### config.mk
export PLATFORM = sky130hd
export DESIGN_NAME = uart_receiver
export DESIGN_NICKNAME = d
export VERILOG_FILES = /design/src/rtl/uart_pkg.sv /design/src/rtl/uart_rx_sync.sv /design/src/rtl/uart_receiver.sv
export SDC_FILE = /design/constraint.sdc
export NUM_CORES = 1
export LEC_CHECK = 0
export ABC_AREA = 1
export BUFFER_PORTS_ARGS = -buffer_cell sky130_fd_sc_hd__buf_2
export CAP_MARGIN = 20
export CELL_PAD_IN_SITES_DETAIL_PLACEMENT = 0
export CELL_PAD_IN_SITES_GLOBAL_PLACEMENT = 1
export CORE_MARGIN = 1
export CORE_UTILIZATION = 30
export DETAILED_ROUTE_END_ITERATION = 8
export GPL_TIMING_DRIVEN = 1
export PLACE_DENSITY = 0.64
export SLEW_MARGIN = 20
export SYNTH_ARGS = -nofsm -noshare
export SYNTH_HDL_FRONTEND = slang
export SYNTH_SLANG_ARGS = --single-unit
### constraint.sdc
create_clock -name clk -period 3.4 [get_ports clk]
set_input_delay 0.68 -clock clk [delete_from_list [all_inputs] [get_ports clk]]
set_output_delay 0.68 -clock clk [all_outputs]
set_load 0.05 [all_outputs]
### src/rtl/uart_pkg.sv
// Shared UART definitions: frame width, default bit period and receiver state encodings.
package uart_pkg;

  localparam int DATA_BITS        = 8;
  localparam int CLKS_PER_BIT_DEF = 16;

  localparam logic [2:0] ST_IDLE  = 3'd0;
  localparam logic [2:0] ST_START = 3'd1;
  localparam logic [2:0] ST_DATA  = 3'd2;
  localparam logic [2:0] ST_STOP  = 3'd3;
  localparam logic [2:0] ST_BREAK = 3'd4;

  typedef enum logic [2:0] {
    S_IDLE  = ST_IDLE,
    S_START = ST_START,
    S_DATA  = ST_DATA,
    S_STOP  = ST_STOP,
    S_BREAK = ST_BREAK
  } rx_state_e;

endpackage

### src/rtl/uart_rx_sync.sv
// Two-flop synchroniser for an asynchronous level; resets to 1 so an idle serial line reads idle.
module uart_rx_sync (
  input  logic clk,
  input  logic rst,
  input  logic async_in,
  output logic sync_out
);

  logic meta_q;
  logic sync_q;

  always_ff @(posedge clk) begin
    if (rst) begin
      meta_q <= 1'b1;
      sync_q <= 1'b1;
    end else begin
      meta_q <= async_in;
      sync_q <= meta_q;
    end
  end

  assign sync_out = sync_q;

endmodule

### src/rtl/uart_receiver.sv
// 8N1 UART receiver: validates the start bit at half a bit, samples data and stop bits at bit centres.
module uart_receiver
  import uart_pkg::*;
#(
  parameter int CLKS_PER_BIT = CLKS_PER_BIT_DEF
) (
  input  logic                 clk,
  input  logic                 rst,
  input  logic                 data_in,
  output logic [DATA_BITS-1:0] data_out,
  output logic                 rx_done,
  output logic                 rx_busy,
  output logic                 frame_err
);

  localparam int CW = $clog2(CLKS_PER_BIT);
  localparam logic [CW-1:0] HALF_M1 = CW'(CLKS_PER_BIT / 2 - 1);
  localparam logic [CW-1:0] FULL_M1 = CW'(CLKS_PER_BIT - 1);

  logic                 rx_s;
  rx_state_e            state_q, state_d;
  logic [CW-1:0]        cnt_q, cnt_d;
  logic [2:0]           idx_q, idx_d;
  logic [DATA_BITS-1:0] shift_q, shift_d;
  logic [DATA_BITS-1:0] data_q, data_d;
  logic                 done_q, done_d;
  logic                 ferr_q, ferr_d;

  uart_rx_sync u_sync (
    .clk      (clk),
    .rst      (rst),
    .async_in (data_in),
    .sync_out (rx_s)
  );

  always_comb begin
    state_d = state_q;
    cnt_d   = cnt_q;
    idx_d   = idx_q;
    shift_d = shift_q;
    data_d  = data_q;
    done_d  = 1'b0;
    ferr_d  = 1'b0;
    case (state_q)
      S_IDLE: begin
        if (!rx_s) begin
          state_d = S_START;
          cnt_d   = '0;
        end
      end
      S_START: begin
        if (cnt_q == HALF_M1) begin
          cnt_d   = '0;
          idx_d   = '0;
          // A line that is high again at mid start bit was only a glitch.
          state_d = rx_s ? S_IDLE : S_DATA;
        end else begin
          cnt_d = cnt_q + CW'(1);
        end
      end
      S_DATA: begin
        if (cnt_q == FULL_M1) begin
          cnt_d   = '0;
          shift_d = {rx_s, shift_q[DATA_BITS-1:1]};
          idx_d   = idx_q + 3'd1;
          if (idx_q == 3'd7) state_d = S_STOP;
        end else begin
          cnt_d = cnt_q + CW'(1);
        end
      end
      S_STOP: begin
        if (cnt_q == FULL_M1) begin
          cnt_d = '0;
          if (rx_s) begin
            data_d  = shift_q;
            done_d  = 1'b1;
            state_d = S_IDLE;
          end else begin
            ferr_d  = 1'b1;
            state_d = S_BREAK;
          end
        end else begin
          cnt_d = cnt_q + CW'(1);
        end
      end
      S_BREAK: begin
        if (rx_s) state_d = S_IDLE;
      end
      default: state_d = S_IDLE;
    endcase
  end

  always_ff @(posedge clk) begin
    if (rst) begin
      state_q <= S_IDLE;
      cnt_q   <= '0;
      idx_q   <= '0;
      shift_q <= '0;
    end else begin
      state_q <= state_d;
      cnt_q   <= cnt_d;
      idx_q   <= idx_d;
      shift_q <= shift_d;
    end
  end

  always_ff @(posedge clk) begin
    if (rst) begin
      data_q <= '0;
      done_q <= 1'b0;
      ferr_q <= 1'b0;
    end else begin
      data_q <= data_d;
      done_q <= done_d;
      ferr_q <= ferr_d;
    end
  end

  assign data_out  = data_q;
  assign rx_done   = done_q;
  assign frame_err = ferr_q;
  assign rx_busy   = (state_q != S_IDLE);

endmodule

==> results.cfg, run 1 <==
[global_routing]
grt_pass1_vias = 1049
grt_use_total_pct = 14.3
antenna_found_initial = 0
grt_pass1_wl_um = 4680
overflow = 0
grt_max_degree = 23

[clocking]
htreeDepth = 2
cts_tree = built
clock_sinks = 30
cts_setup_buffers = 0
cts_buffers = 5
path_clk_slew_ns = 0.07
root_buffer = clkbuf_8
cts_hold_buf = 0
ctsResizeCount = 0
clock_latency_ns = 0.28
clk_path_buf_depth = 2

[detailed_routing]
first_pass_iters = 4
viasPerCell = 4.59
drc = 0
drtIter0Drc = 35
vias = 1115
drt_wl_total_um = 2700
drtAntennaViolNets = 0
wl_per_cell_um = 11.1

[finish]
diodes = 0
final_cell_mix = nor2_1 (48), dfxtp_1 (30), nand2_1 (26), o21ai_0 (20), buf_2 (13)
nFillCells = 448
multi_input_area_um2 = 641
final_common_cell = nor2_1
syn_to_final_growth_pct = 16.3
fin_cells = 243
ff_latch_area_um2 = 601
finalNetCount = 198
drive_above_1_share_pct = 20.7

[yosys]
synth-seq-cells = 30
yosysSeqAreaShare_pct = 46.3
syn_area_per_cell_um2 = 7.41
syn_area_mm2 = 0.00130
yosysWarnings = 0
ys_top_cells_by_area = dfxtp_1 (46%), nor2_1 (14%), o21ai_0 (7.7%), nand2_1 (7.5%), nand3_1 (3.1%)
syn-num-nets = 181
yosysTopAreaCell = dfxtp_1
synth_cells = 175
synth_cell_types = 22
synth.top_cell.area_share_pct = 46.3

[power_and_ir_drop]
worst_ir_drop_vdd_mv = 0.381
finalPower_mw = 1.05
p_leak_nw = 0.667
switching_share_pct = 38.1
p_seq_share_pct = 40.0
switching_power_mw = 0.402
power_frac_comb_pct = 30.8
pwr-share-clk_pct = 29.2
power.internal_mw = 0.653
p_per_area_mw_per_mm2 = 699

[die]
core.rowCount = 23
core-area_mm2 = 0.00409
die_x_um = 67.8
start_util_pct = 31.8
num_io_pins = 14
die_h_um = 67.8
dieArea_mm2 = 0.00459

[sta]
fmax_ghz = 0.521
report.final.hold_viol_count = 0
finalCriticalPeriod_ns = 1.92
clock_skew_ns = 0.00355
maxSlewHeadroom_pct = 64.6
rsz0062_at_grt = no
fin_hold_ws_ns = 0.412
final-setup-viol-count = 0
fin_ws_ns = 1.48
finalSetupTns_ns = 0
fin_crit_sh_pct = 56.4
maxSlewViolCount = 0
worstMarginPinSlew_ns = 0.531

[hold_path]
hold_class = flop to flop

[placed_design]
portBuffers = 13
place_ws_ns = 1.75
dp_cells = 235
gp_congestion = 0.800
dp_hpwl_um = 1950

[setup_path]
critPathMaxFanout = 6
crit_path_top_delay_cell = dfxtp_1
cp.required_ns = 2.72
start_kind = flop
crit_arrival_ns = 1.24
cp_slowest_stage_delay_ns = 0.45
worstPathCellList = nor2_1, nand2_1, buf_2
end_kind = output pin
critical_path_class = flop to output pin

[run]
cap_violations = 0

[status]
outcome = complete, no violations
==> critical path: cells and delay by family, from the launching register on <==
| kind | cells | cell delay (ns) |
|---|---|---|
| flip-flops | 1 | 0.45 |
| AND/OR/NAND/NOR | 2 | 0.23 |
| buffers and inverters | 1 | 0.28 |
==> worst paths after layout <==
kind                                         to  cells past startpoint  slack (ns)          start
worst min register to register  u_sync.sync_out                      1        0.41  u_sync.meta_q
worst min-delay path            u_sync.sync_out                      1        0.41  u_sync.meta_q
worst max register to register       state_q[2]                      8        1.84       cnt_q[0]
worst max-delay path                    rx_busy                      3        1.48     state_q[1]
==> metal layers <==
metal,up-vias,wire length [um],GRT usage (%)
met2,18,1220,23.0
met1,496,1320,16.8
met5,-,0,0
met3,7,122,6.08
li1,594,-,-
met4,0,39,4.79
==> cell type report <==
class	instances	area share [%]
inverter	12	2.99
multi-input combinational	130	42.5
sequential	30	39.8
clock inverter	2	0.829
tap	50	4.15
timing repair buffer	13	4.31
clock buffer	6	5.47
==> synth_stat cells <==
library cell / count
nand2_4: 1
inv_1: 7
a21oi_4: 1
dfxtp_1: 30
o21ai_0: 20
nor3_1: 1
nand2_2: 1
a21oi_1: 6
inv_2: 5
nor2_2: 3
nand3_1: 8
o21ai_1: 1
or2_2: 3
nand3_2: 3
nand4_1: 1
ha_1: 3
nor2_1: 48
clkbuf_1: 3
or2_1: 1
nor2_4: 2
xnor2_1: 1
nand2_1: 26
==> power by group through the flow <==
stage,Clock [mW],Combinational [mW],Sequential (mW)
after global routing,0.332,0.370,0.429
final,0.308,0.325,0.421
after global placement,0,0.325,0.430
after floorplan,0,0.264,0.420
after detailed placement,0,0.325,0.429
after CTS,0.312,0.327,0.421
==> kinds of logic (layout without fill, tap and decap cells) <==
logic type               count (synthesis)  count (layout)  share of synthesized area, %
AO/OA/AOI/OAI                           28              28                          11.7
AND/OR/NAND/NOR                         98              98                          34.1
XOR/XNOR                                 1               1                         0.675
flip-flops                              30              30                          46.3
adder cells (fa/ha/maj)                  3               3                          2.89
buffers and inverters                   15              33                          4.34
==> metrics by stage <==
stage          area [um^2]  utilization, %
6_report              1510            36.9
5_1_grt               1510            36.9
4_1_cts               1510            36.9
3_5_place_dp          1410            34.6
3_3_place_gp          1410            34.6
2_1_floorplan         1300               -
==> sequential cells by signal (all words and copies together), names as in the netlist <==
name,count
rx_done,1
shift_q,8
idx_q,3
state_q,3
u_sync.meta_q,1
frame_err,1
cnt_q,4
u_sync.sync_out,1
data_out,8
Note: power is estimated with default switching activity, not from simulation.
==> run 2: changes to the inputs <==
--- a/config.mk
+++ b/config.mk
@@ -14,7 +14,7 @@
 export CORE_UTILIZATION = 30
 export DETAILED_ROUTE_END_ITERATION = 8
 export GPL_TIMING_DRIVEN = 1
-export PLACE_DENSITY = 0.64
+export PLACE_DENSITY = 0.66
 export SLEW_MARGIN = 20
 export SYNTH_ARGS = -nofsm -noshare
 export SYNTH_HDL_FRONTEND = slang
==> constraint.sdc (replaced) <==
create_clock -name clk -period 1.7 [get_ports clk]
set_input_delay 0.34 -clock clk [delete_from_list [all_inputs] [get_ports clk]]
set_output_delay 0.34 -clock clk [all_outputs]
set_load 0.05 [all_outputs]
==> run 2 against run 1 <==
Critical path depth is the same. Die area is the same. Clock power is 90% higher. Register-to-register slack lost 1.6 ns. Sequential share of layout area down 0.29 points. Final cell count up 0.82%. Via count down 1.8%. Worst setup slack worse by 1.3 ns. Combinational power is 94% higher. Wire length shrank 2.6%. Non-clock buffer count rose by 2. Critical path type unchanged. Largest cell class unchanged.
==> results.cfg, run 2 (synthesis results as in run 1) <==
[detailed_routing]
drc = 0
drt_wl_total_um = 2630
drtAntennaViolNets = 0
first_pass_iters = 4
viasPerCell = 4.47
vias = 1095
drtIter0Drc = 45
wl_per_cell_um = 10.7

[sta]
maxSlewViolCount = 0
finalCriticalPeriod_ns = 1.55
rsz0062_at_grt = no
worstMarginPinSlew_ns = 0.487
finalSetupTns_ns = 0
maxSlewHeadroom_pct = 67.5
fin_hold_ws_ns = 0.247
report.final.hold_viol_count = 0
clock_skew_ns = 0.0101
fin_crit_sh_pct = 91.0
fmax_ghz = 0.646
final-setup-viol-count = 0

[status]
outcome = complete, no violations

[clocking]
cts_hold_buf = 0
path_clk_slew_ns = 0.07
ctsResizeCount = 0
clock_latency_ns = 0.28
htreeDepth = 2
clk_path_buf_depth = 2
cts_buffers = 5
clock_sinks = 30
cts_tree = built
root_buffer = clkbuf_8
cts_setup_buffers = 0

[setup_path]
cp.required_ns = 1.36
r2r_slack_ns = 0.23
crit_family = flip-flops
path_depth = 3
critPathCapture = rx_busy
crit_path_top_delay_cell = dfxtp_1
end_kind = output pin
start_kind = flop
worst-path-buf-inv = 1
worstPathCellList = nor2_1, nand2_1, buf_2
ff2ff_path_depth = 8
r2r-start = cnt_q[0]
cp_slowest_stage_delay_ns = 0.45
critical_path_class = flop to output pin
startpoint = state_q[1]
crit_arrival_ns = 1.21
critPathMaxFanout = 6
r2r-end = state_q[0]

[placed_design]
portBuffers = 13
dp_hpwl_um = 1960
placed_area_mm2 = 0.00143
gp_congestion = 0.806
dp_cells = 237

[global_routing]
grt_pass1_wl_um = 4530
antenna_found_initial = 0
grt_max_degree = 20
grt_use_total_pct = 13.4
grt_pass1_vias = 1052
overflow = 0

[power_and_ir_drop]
p_leak_nw = 0.678
finalPower_mw = 2.06
p_per_area_mw_per_mm2 = 1360
worst_ir_drop_vdd_mv = 0.580

[die]
num_io_pins = 14
die_h_um = 67.8
dieArea_mm2 = 0.00459
core.rowCount = 23
start_util_pct = 31.8
core-area_mm2 = 0.00409
die_x_um = 67.8

[hold_path]
hold_class = input pin to flop
whs_path_depth = 2

[finish]
diodes = 0
drive_above_1_share_pct = 21.0
syn_to_final_growth_pct = 17.2
finalNetCount = 200
final_cell_mix = nor2_1 (48), dfxtp_1 (30), nand2_1 (26), o21ai_0 (20), buf_2 (13)
finish.instance_area_mm2 = 0.00152
fin_cells = 245
final_common_cell = nor2_1

[run]
cap_violations = 0
run 2: cell count changes in the layout (fill, tap and decap cells not counted), sizes merged:
cell      previous run  this run
clkinvlp             1         0
buf                 13        15
clkbuf               6         7
run 2: routing by layer:
| metal | wire (um) | global-route usage (%) |
|---|---|---|
| met5 | 0 | 0 |
| met4 | 31 | 4.79 |
| met3 | 97 | 4.56 |
| met2 | 1170 | 21.0 |
| met1 | 1320 | 16.8 |
run 2: where the power goes:
part | internal [mW] | switching (mW) | total, mW | leakage (nW)
Combinational | 0.212 | 0.419 | 0.631 | 0.386
Clock | 0.326 | 0.260 | 0.586 | 0.0482
Sequential | 0.773 | 0.0708 | 0.843 | 0.243
Total | 1.31 | 0.750 | 2.06 | 0.678
run 2: worst min path at each step:
| stage | startpoint | slack, ns | to |
|---|---|---|---|
| 5_1_grt | data_in | 0.24 | u_sync.meta_q |
| 2_1_floorplan | u_sync.meta_q | 0.39 | u_sync.sync_out |
| 3_3_place_gp | u_sync.meta_q | 0.40 | u_sync.sync_out |
| 3_5_place_dp | u_sync.meta_q | 0.41 | u_sync.sync_out |
| 4_1_cts | data_in | 0.24 | u_sync.meta_q |
| 6_report | data_in | 0.25 | u_sync.meta_q |
run 2: cell type report:
type,instances,area [um^2]
Clock inverter,1,5.00
Multi-Input combinational cell,130,641
Sequential cell,30,601
Inverter,12,45.0
Timing Repair Buffer,15,80.1
Fill cell,459,2570
Tap cell,50,62.6
Clock buffer,7,86.3
run 2: metrics by stage:
stage,setup slack [ns],util (%)
2_1_floorplan,0.264,-
3_3_place_gp,0.253,35.0
3_5_place_dp,0.238,35.0
4_1_cts,0.141,37.2
5_1_grt,0.0579,37.2
6_report,0.153,37.2
